File: config.mk
export PLATFORM = sky130hd
export DESIGN_NAME = bcd_seq_converter
export DESIGN_NICKNAME = d
export VERILOG_FILES = /design/src/rtl/bcd_seq_converter.sv
export SDC_FILE = /design/constraint.sdc
export NUM_CORES = 1
export LEC_CHECK = 0
export CORE_MARGIN = 1
export CORE_UTILIZATION = 45
export CTS_CLUSTER_DIAMETER = 80
export CTS_CLUSTER_SIZE = 20
export DETAILED_ROUTE_END_ITERATION = 10
export GPL_ROUTABILITY_DRIVEN = 0
export PLACE_DENSITY = 0.79
export SYNTH_ARGS = -nofsm -noshare
export SYNTH_HDL_FRONTEND = slang
export SYNTH_SLANG_ARGS = --single-unit
File: constraint.sdc
create_clock -name clk -period 5.4 [get_ports clk]
set_input_delay 1.08 -clock clk [delete_from_list [all_inputs] [get_ports clk]]
set_output_delay 1.08 -clock clk [all_outputs]
set_load 0.02 [all_outputs]
File: src/rtl/bcd_seq_converter.sv
// Sequential double-dabble binary-to-BCD converter, one input bit per clock.
// Define BCD_SIGNED_EN to treat binary as two's complement and report the sign on neg.
module bcd_seq_converter #(
  parameter int BITWIDTH = 16,
  parameter int DIGITS   = 5
) (
  input  logic                  clk,
  input  logic                  rst,
  input  logic                  start,
  input  logic [BITWIDTH-1:0]   binary,
  output logic                  busy,
  output logic                  done,
  output logic [4*DIGITS-1:0]   bcd,
  output logic                  overflow,
  output logic                  neg
);

  localparam int AW = 4 * DIGITS;
  localparam int CW = $clog2(BITWIDTH + 1);

  typedef enum logic {IDLE, SHIFT} state_t;

  state_t                  state_q, state_d;
  logic [BITWIDTH-1:0]     shift_q, shift_d;
  logic [AW-1:0]           acc_q, acc_d;
  logic [CW-1:0]           cnt_q, cnt_d;
  logic                    sticky_q, sticky_d;
  logic                    negpend_q, negpend_d;
  logic                    done_q, done_d;
  logic [AW-1:0]           bcd_q, bcd_d;
  logic                    ovf_q, ovf_d;
  logic                    neg_q, neg_d;

  logic                    sign;
  logic [BITWIDTH-1:0]     mag;
  logic [AW-1:0]           acc_adj;
  logic [3:0]              dig;
  logic [AW+BITWIDTH-1:0]  cat;
  logic [AW+BITWIDTH-1:0]  cat_sh;

  // Magnitude uses BITWIDTH-bit wraparound so the most negative value maps to 2^(BITWIDTH-1).
  always_comb begin
`ifdef BCD_SIGNED_EN
    sign = binary[BITWIDTH-1];
    mag  = sign ? (~binary + BITWIDTH'(1)) : binary;
`else
    sign = 1'b0;
    mag  = binary;
`endif
  end

  always_comb begin
    dig     = '0;
    acc_adj = '0;
    for (int unsigned i = 0; i < DIGITS; i++) begin
      dig = acc_q[4*i +: 4];
      acc_adj[4*i +: 4] = (dig >= 4'd5) ? dig + 4'd3 : dig;
    end
    cat    = {acc_adj, shift_q};
    cat_sh = cat << 1;
  end

  always_comb begin
    state_d   = state_q;
    shift_d   = shift_q;
    acc_d     = acc_q;
    cnt_d     = cnt_q;
    sticky_d  = sticky_q;
    negpend_d = negpend_q;
    done_d    = 1'b0;
    bcd_d     = bcd_q;
    ovf_d     = ovf_q;
    neg_d     = neg_q;
    unique case (state_q)
      IDLE: begin
        if (start) begin
          shift_d   = mag;
          acc_d     = '0;
          cnt_d     = CW'(BITWIDTH);
          sticky_d  = 1'b0;
          negpend_d = sign;
          state_d   = SHIFT;
        end
      end
      SHIFT: begin
        shift_d  = cat_sh[BITWIDTH-1:0];
        acc_d    = cat_sh[AW+BITWIDTH-1 -: AW];
        // Bit leaving the top digit means the value needs more than DIGITS digits.
        sticky_d = sticky_q | acc_adj[AW-1];
        cnt_d    = cnt_q - CW'(1);
        if (cnt_q == CW'(1)) begin
          state_d = IDLE;
          done_d  = 1'b1;
          bcd_d   = cat_sh[AW+BITWIDTH-1 -: AW];
          ovf_d   = sticky_q | acc_adj[AW-1];
          neg_d   = negpend_q;
        end
      end
      default: state_d = IDLE;
    endcase
  end

  always_ff @(posedge clk or posedge rst) begin
    if (rst) begin
      state_q   <= IDLE;
      shift_q   <= '0;
      acc_q     <= '0;
      cnt_q     <= '0;
      sticky_q  <= 1'b0;
      negpend_q <= 1'b0;
      done_q    <= 1'b0;
      bcd_q     <= '0;
      ovf_q     <= 1'b0;
      neg_q     <= 1'b0;
    end else begin
      state_q   <= state_d;
      shift_q   <= shift_d;
      acc_q     <= acc_d;
      cnt_q     <= cnt_d;
      sticky_q  <= sticky_d;
      negpend_q <= negpend_d;
      done_q    <= done_d;
      bcd_q     <= bcd_d;
      ovf_q     <= ovf_d;
      neg_q     <= neg_d;
    end
  end

  assign busy     = (state_q == SHIFT);
  assign done     = done_q;
  assign bcd      = bcd_q;
  assign overflow = ovf_q;
  assign neg      = neg_q;

endmodule

==> results of run 1 <==
[power by group through the flow]
stage / registers (mW) / clock network [mW] / logic, mW
2_1_floorplan: 0.919 / 0 / 0.704
3_3_place_gp: 0.860 / 0 / 1.02
3_5_place_dp: 0.868 / 0 / 1.06
4_1_cts: 0.862 / 0.437 / 1.06
5_1_grt: 0.892 / 0.457 / 1.17
6_report: 0.862 / 0.425 / 1.04
[how the worst min path moves through the flow]
stage / endpoint / slack [ps] / cells after the start
after floorplan: shift_q[14]$_DFFE_PP0P_ / 450 / 2
after global placement: bcd[13]$_DFFE_PP0P_ / 460 / 2
after detailed placement: bcd[11]$_DFFE_PP0P_ / 470 / 2
after CTS: bcd[11]$_DFFE_PP0P_ / 490 / 2
after global routing: shift_q[1]$_DFFE_PP0P_ / 510 / 2
final: bcd[11]$_DFFE_PP0P_ / 480 / 2
[area by class of cell]
cell class | instances | area share, %
sequential | 65 | 41.5
multi-input combinational | 204 | 37.6
timing repair buffer | 44 | 11.0
clock buffer | 14 | 4.40
tap | 96 | 3.06
inverter | 14 | 1.47
clock inverter | 2 | 0.893
[layer usage]
metal | GRT usage, % | vias up
li1 | - | 1092
met5 | 0 | -
met4 | 6.82 | 0
met2 | 27.2 | 49
met3 | 5.69 | 9
met1 | 20.7 | 1034
[state kept, by name (all words and copies together) (netlist names)]
register / cells
acc_q: 20
bcd: 20
busy: 1
cnt_q: 5
done: 1
overflow: 1
shift_q: 16
sticky_q: 1
[critical path: stages]
cell and delay [ps]:
clkdlybuf4s50_1 750, buf_4 400, nor2_1 450, o21ai_0 190, nand2_1 90
[stage by stage]
step / utilization, % / hold slack, ps / cells / cell area, sq um
floorplan: - / 449 / 298 / 3250
global placement: 54.1 / 460 / 423 / 3710
detailed placement: 54.1 / 475 / 423 / 3710
CTS: 57.1 / 490 / 439 / 3920
global route: 57.1 / 508 / 439 / 3920
finish: 57.1 / 482 / 439 / 3920
[cells by family after synthesis]
group / after synthesis / share of synthesized area (%)
AND/OR/NAND/NOR: 79 / 13.5
flip-flops: 65 / 50.1
adder cells (fa/ha/maj): 12 / 4.62
AO/OA/AOI/OAI: 65 / 12.2
other: 1 / 0.115
multiplexers: 40 / 13.1
XOR/XNOR: 7 / 1.89
buffers and inverters: 29 / 4.47
[Yosys cell counts, types with 2 or more instances]
| cell type | n |
|---|---|
| inv_1 | 13 |
| xnor2_1 | 5 |
| ha_1 | 12 |
| o21ai_1 | 5 |
| nor3b_1 | 15 |
| buf_4 | 3 |
| nand2b_2 | 3 |
| nand2b_1 | 14 |
| mux2i_1 | 31 |
| mux2_2 | 5 |
| a21o_1 | 3 |
| a22o_1 | 3 |
| dfrtp_1 | 65 |
| mux2_4 | 4 |
| a21oi_1 | 11 |
| nand3_1 | 3 |
| nand2_1 | 34 |
| nor2b_1 | 2 |
| xor2_1 | 2 |
| nor2_1 | 3 |
| o31ai_1 | 2 |
| a21oi_4 | 3 |
| o21ai_0 | 34 |
| buf_2 | 10 |
| a21oi_2 | 2 |
| nor3_1 | 3 |
==> qor.yml, run 1 <==
yosys_warnings: 0
path_clk_slew_ps: 70
regArea_sq_um: 1630
critPathMaxFanout: 24
rsz0062_at_grt: "no"
cp_data_arrival_time_ps: 2960
ys_top_cells_by_area: "dfrtp_1 (50%), mux2i_1 (9.6%), o21ai_0 (5.2%), ha_1 (4.6%), nand2_1 (3.9%)"
p_sw_share_pct: 37.3
internal-power_mw: 1.46
finalHoldViolCount: 0
io_pins: 43
synth_fp_nets: 329
hold_buffers: 0
synth_ff_type: "dfrtp_1"
final_common_cell: "dfrtp_1"
via_per_inst: 4.97
yosysTopAreaCell: "dfrtp_1"
maxCapViolCount: 0
fp.dieW_um: 87.0
relSlewSlack_pct: 52.6
p_comb_share_pct: 44.8
layout-drive-gt1-share_pct: 11.7
start_util_pct: 47.3
synth_edf_count: 0
reg2regPathDepth: 4
core_sq_um: 6870
power.density_nw_per_um2: 594
power_mw: 2.33
syn_area_per_cell_sq_um: 10.9
dieArea_sq_um: 7560
first_iter_violations: 73
clock_latency_ps: 340
dpl_worst_slack_ps: 2370
track_usage_pct: 16.8
die_y_um: 87.0
root_buffer: "clkbuf_8"
cts_tree: "built"
regToRegEndpoint: "bcd[18]$_DFFE_PP0P_"
routed-wl-met2_um: 2580
r2r_start: "busy$_DFF_PP0_"
vias: 2184
hold_path_class: "reg -> reg"
ctsResizeCount: 0
period_minus_slack_ps: 2680
dp_hpwl_um: 3850
wl_met3_um: 287
ant_nets: 0
power.switching_uw: 870
wire_per_inst_um: 12.6
rows: 30
setup_tns_ps: 0
vdd.ir_drop.worst_mv: 0.204
tightest_slew_ps: 710
min_from: "bcd[11]$_DFFE_PP0P_"
h-tree-depth: 3
synth.top_cell.area_share_pct: 50.1
ys_seq_elements: 65
fmax_ghz: 0.373
multi_input_area_sq_um: 1480
fin_crit_sh_pct: 49.6
setup_viol: 0
wl_um: 5550
area_delta_synth_final_pct: 20.8
post_cts_buffers: 0
synth-async-reset-ratio_pct: 100
n_fill_cell: 602
power_frac_seq_pct: 37.0
met1Wirelength_um: 2600
antenna_found_initial: 0
cp-start-kind: "primary input"
diodes: 0
slew_viol_final: 0
p_leak_nw: 1.81
worstPathRequired_ps: 5680
grt_max_degree: 71
cts_buffers: 9
ctsLongestPathBuffers: 2
outcome: "completed"
drc: 0
first_pass_iters: 4
final_cell_mix: "dfrtp_1 (64), clkdlybuf4s50_1 (41), nand2_1 (34), o21ai_0 (34), mux2i_1 (31)"
worstSetupPathType: "in -> reg"
nNetsFinal: 369
port_buffers: 41
clock_skew_ps: 5.14
clkPwrFrac_pct: 18.3
yosysUniqueCellTypes: 34
synth_seq_area_share_pct: 50.1
cts_sinks: 65
critPathCapture: "acc_q[7]$_DFFE_PP0P_"
synth_area_sq_um: 3250
grt_pass1_wl_um: 9790
grt_pass1_vias: 2174
top_layer: "met4"
r2r_setup_slack_ps: 3260
setup_ws_ps: 2720
crit_path_start: "start"
synth_cells: 298
grt_overflow_total: 0
critPathCaptureType: "flip-flop"
Note: power is estimated with default switching activity, not from simulation.
==> run 2, diff against run 1 <==
--- a/config.mk
+++ b/config.mk
@@ -11,7 +11,7 @@
 export CTS_CLUSTER_SIZE = 20
 export DETAILED_ROUTE_END_ITERATION = 10
 export GPL_ROUTABILITY_DRIVEN = 0
-export PLACE_DENSITY = 0.79
+export PLACE_DENSITY = 0.82
 export SYNTH_ARGS = -nofsm -noshare
 export SYNTH_HDL_FRONTEND = slang
 export SYNTH_SLANG_ARGS = --single-unit
==> constraint.sdc (replaced) <==
create_clock -name clk -period 2.3 [get_ports clk]
set_input_delay 0.46 -clock clk [delete_from_list [all_inputs] [get_ports clk]]
set_output_delay 0.46 -clock clk [all_outputs]
set_load 0.02 [all_outputs]
==> run 2 against run 1 <==
Against the previous run:
- sequential share of layout area shrank 0.56 points
- via count is 3.0% higher
- clock skew hardly changed
- first-iteration DRC count up 40%
- wire length is 6.8% higher
- clock power grew to 2.5 times the previous value
- combinational power is 140% higher
- critical path depth down 4
- critical endpoint is now busy
- largest cell class unchanged
- highest routed layer unchanged
==> qor.yml, run 2 (synthesis results as in run 1) <==
outcome: "completed"
die_y_um: 87.0
port_buffers: 41
placed_area_sq_um: 3750
track_usage_pct: 17.8
cpMaxStageDelayCell: "clkdlybuf4s50_1"
path_cells: "clkdlybuf4s50_1"
hold_path_class: "reg -> reg"
p_comb_share_pct: 44.1
h-tree-depth: 3
grt_overflow_total: 0
path_clk_slew_ps: 70
fin_area_sq_um: 3980
post_cts_buffers: 0
root_buffer: "clkbuf_8"
area_delta_synth_final_pct: 22.4
internal-power_mw: 3.50
worstSetupPathType: "reg -> out"
wire_per_inst_um: 13.4
cts_sinks: 65
layoutNonFillerInstCount: 442
first_iter_violations: 102
cts_buffers: 9
first_pass_iters: 4
fmax_ghz: 0.494
maxCapViolCount: 0
vdd.ir_drop.worst_mv: 0.612
finalHoldViolCount: 0
p_leak_nw: 1.84
core_sq_um: 6870
dp_cells: 426
grt_pass1_vias: 2121
setup_tns_ps: 0
vias: 2250
diodes: 0
critPathMaxFanout: 14
dieArea_sq_um: 7560
grt_pass1_wl_um: 10100
start_util_pct: 47.3
cp_data_arrival_time_ps: 1560
drc: 0
period_minus_slack_ps: 2020
clock_latency_ps: 340
antenna_found_initial: 0
fp.dieW_um: 87.0
clock_skew_ps: 4.99
slew_viol_final: 0
relSlewSlack_pct: 61.4
hold_slack_ps: 481
critPathCaptureType: "output pin"
r2r_setup_slack_ps: 670
power_frac_seq_pct: 36.8
crit_buf_inv: 1
nNetsFinal: 372
wl_um: 5930
rsz0062_at_grt: "no"
cts_tree: "built"
layout-drive-gt1-share_pct: 12.7
cpLargestDelayFamily: "buffers and inverters"
final_common_cell: "dfrtp_1"
ctsResizeCount: 0
ant_nets: 0
rows: 30
clkPwrFrac_pct: 19.1
power_mw: 5.60
setup_viol: 0
fin_crit_sh_pct: 88.0
grt_max_degree: 66
hold_buffers: 0
tightest_slew_ps: 576
power.switching_mw: 2.09
via_per_inst: 5.09
slowest_delay_ps: 670
final_cell_mix: "dfrtp_1 (64), clkdlybuf4s50_1 (41), nand2_1 (34), o21ai_0 (34), mux2i_1 (31)"
cp-start-kind: "flip-flop"
dp_hpwl_um: 4040
io_pins: 43
p_sw_share_pct: 37.4
worstPathRequired_ps: 1840
ctsLongestPathBuffers: 2
power.density_nw_per_um2: 1410
## run 2: changes by cell type in the layout (fill, tap and decap cells not counted)
cell | previous run | this run
buf_4 | 3 | 5
clkinv_2 | 1 | 0
clkbuf_1 | 2 | 1
clkbuf_8 | 12 | 14
buf_12 | 0 | 1
## run 2: per-stage QoR
stage,utilization (%),worst slack [ps]
after floorplan,-,214
after global placement,54.6,634
after detailed placement,54.6,550
after CTS,57.9,267
after global routing,57.9,226
final,57.9,275
## run 2: final cells by class
class | count | area (sq um)
Fill cell | 569 | 2890
Clock inverter | 1 | 30.0
Inverter | 14 | 57.6
Multi-Input combinational cell | 204 | 1480
Timing Repair Buffer | 47 | 468
Tap cell | 96 | 120
Clock buffer | 15 | 196
Sequential cell | 65 | 1630
## run 2: worst paths after layout
path | startpoint | endpoint | cells past startpoint
min in group asynchronous | rst | shift_q[8]$_DFFE_PP0P_ | 3
max in group asynchronous | rst | busy$_DFF_PP0_ | 3
setup reg to reg | acc_q[8]$_DFFE_PP0P_ | bcd[10]$_DFFE_PP0P_ | 6
hold reg to reg | bcd[9]$_DFFE_PP0P_ | bcd[9]$_DFFE_PP0P_ | 2
hold / removal | bcd[9]$_DFFE_PP0P_ | bcd[9]$_DFFE_PP0P_ | 2
setup / recovery | busy$_DFF_PP0_ | busy | 1
## run 2: power groups by stage
stage          sequential [mW]  combinational [mW]  clock [mW]
5_1_grt                   2.13                2.75        1.15
3_5_place_dp              2.08                2.48           0
6_report                  2.06                2.47        1.07
2_1_floorplan             2.16                1.65           0
3_3_place_gp              2.04                2.38           0
4_1_cts                   2.06                2.50        1.09
## run 2: per-layer routing
| layer | track usage (%) | routed length (um) | vias up |
|---|---|---|---|
| met2 | 27.2 | 2860 | 46 |
| met4 | 6.52 | 104 | 0 |
| met3 | 5.78 | 256 | 10 |
| met5 | 0 | 0 | - |
| li1 | - | - | 1101 |
| met1 | 23.8 | 2710 | 1093 |
==> run 3, diff against run 2 <==
--- a/config.mk
+++ b/config.mk
@@ -8,7 +8,6 @@
 export CORE_MARGIN = 1
 export CORE_UTILIZATION = 45
 export CTS_CLUSTER_DIAMETER = 80
-export CTS_CLUSTER_SIZE = 20
 export DETAILED_ROUTE_END_ITERATION = 10
 export GPL_ROUTABILITY_DRIVEN = 0
 export PLACE_DENSITY = 0.82
==> results of run 3 <==
No change in the layout: final DEF, timing and power equal those of run 2.
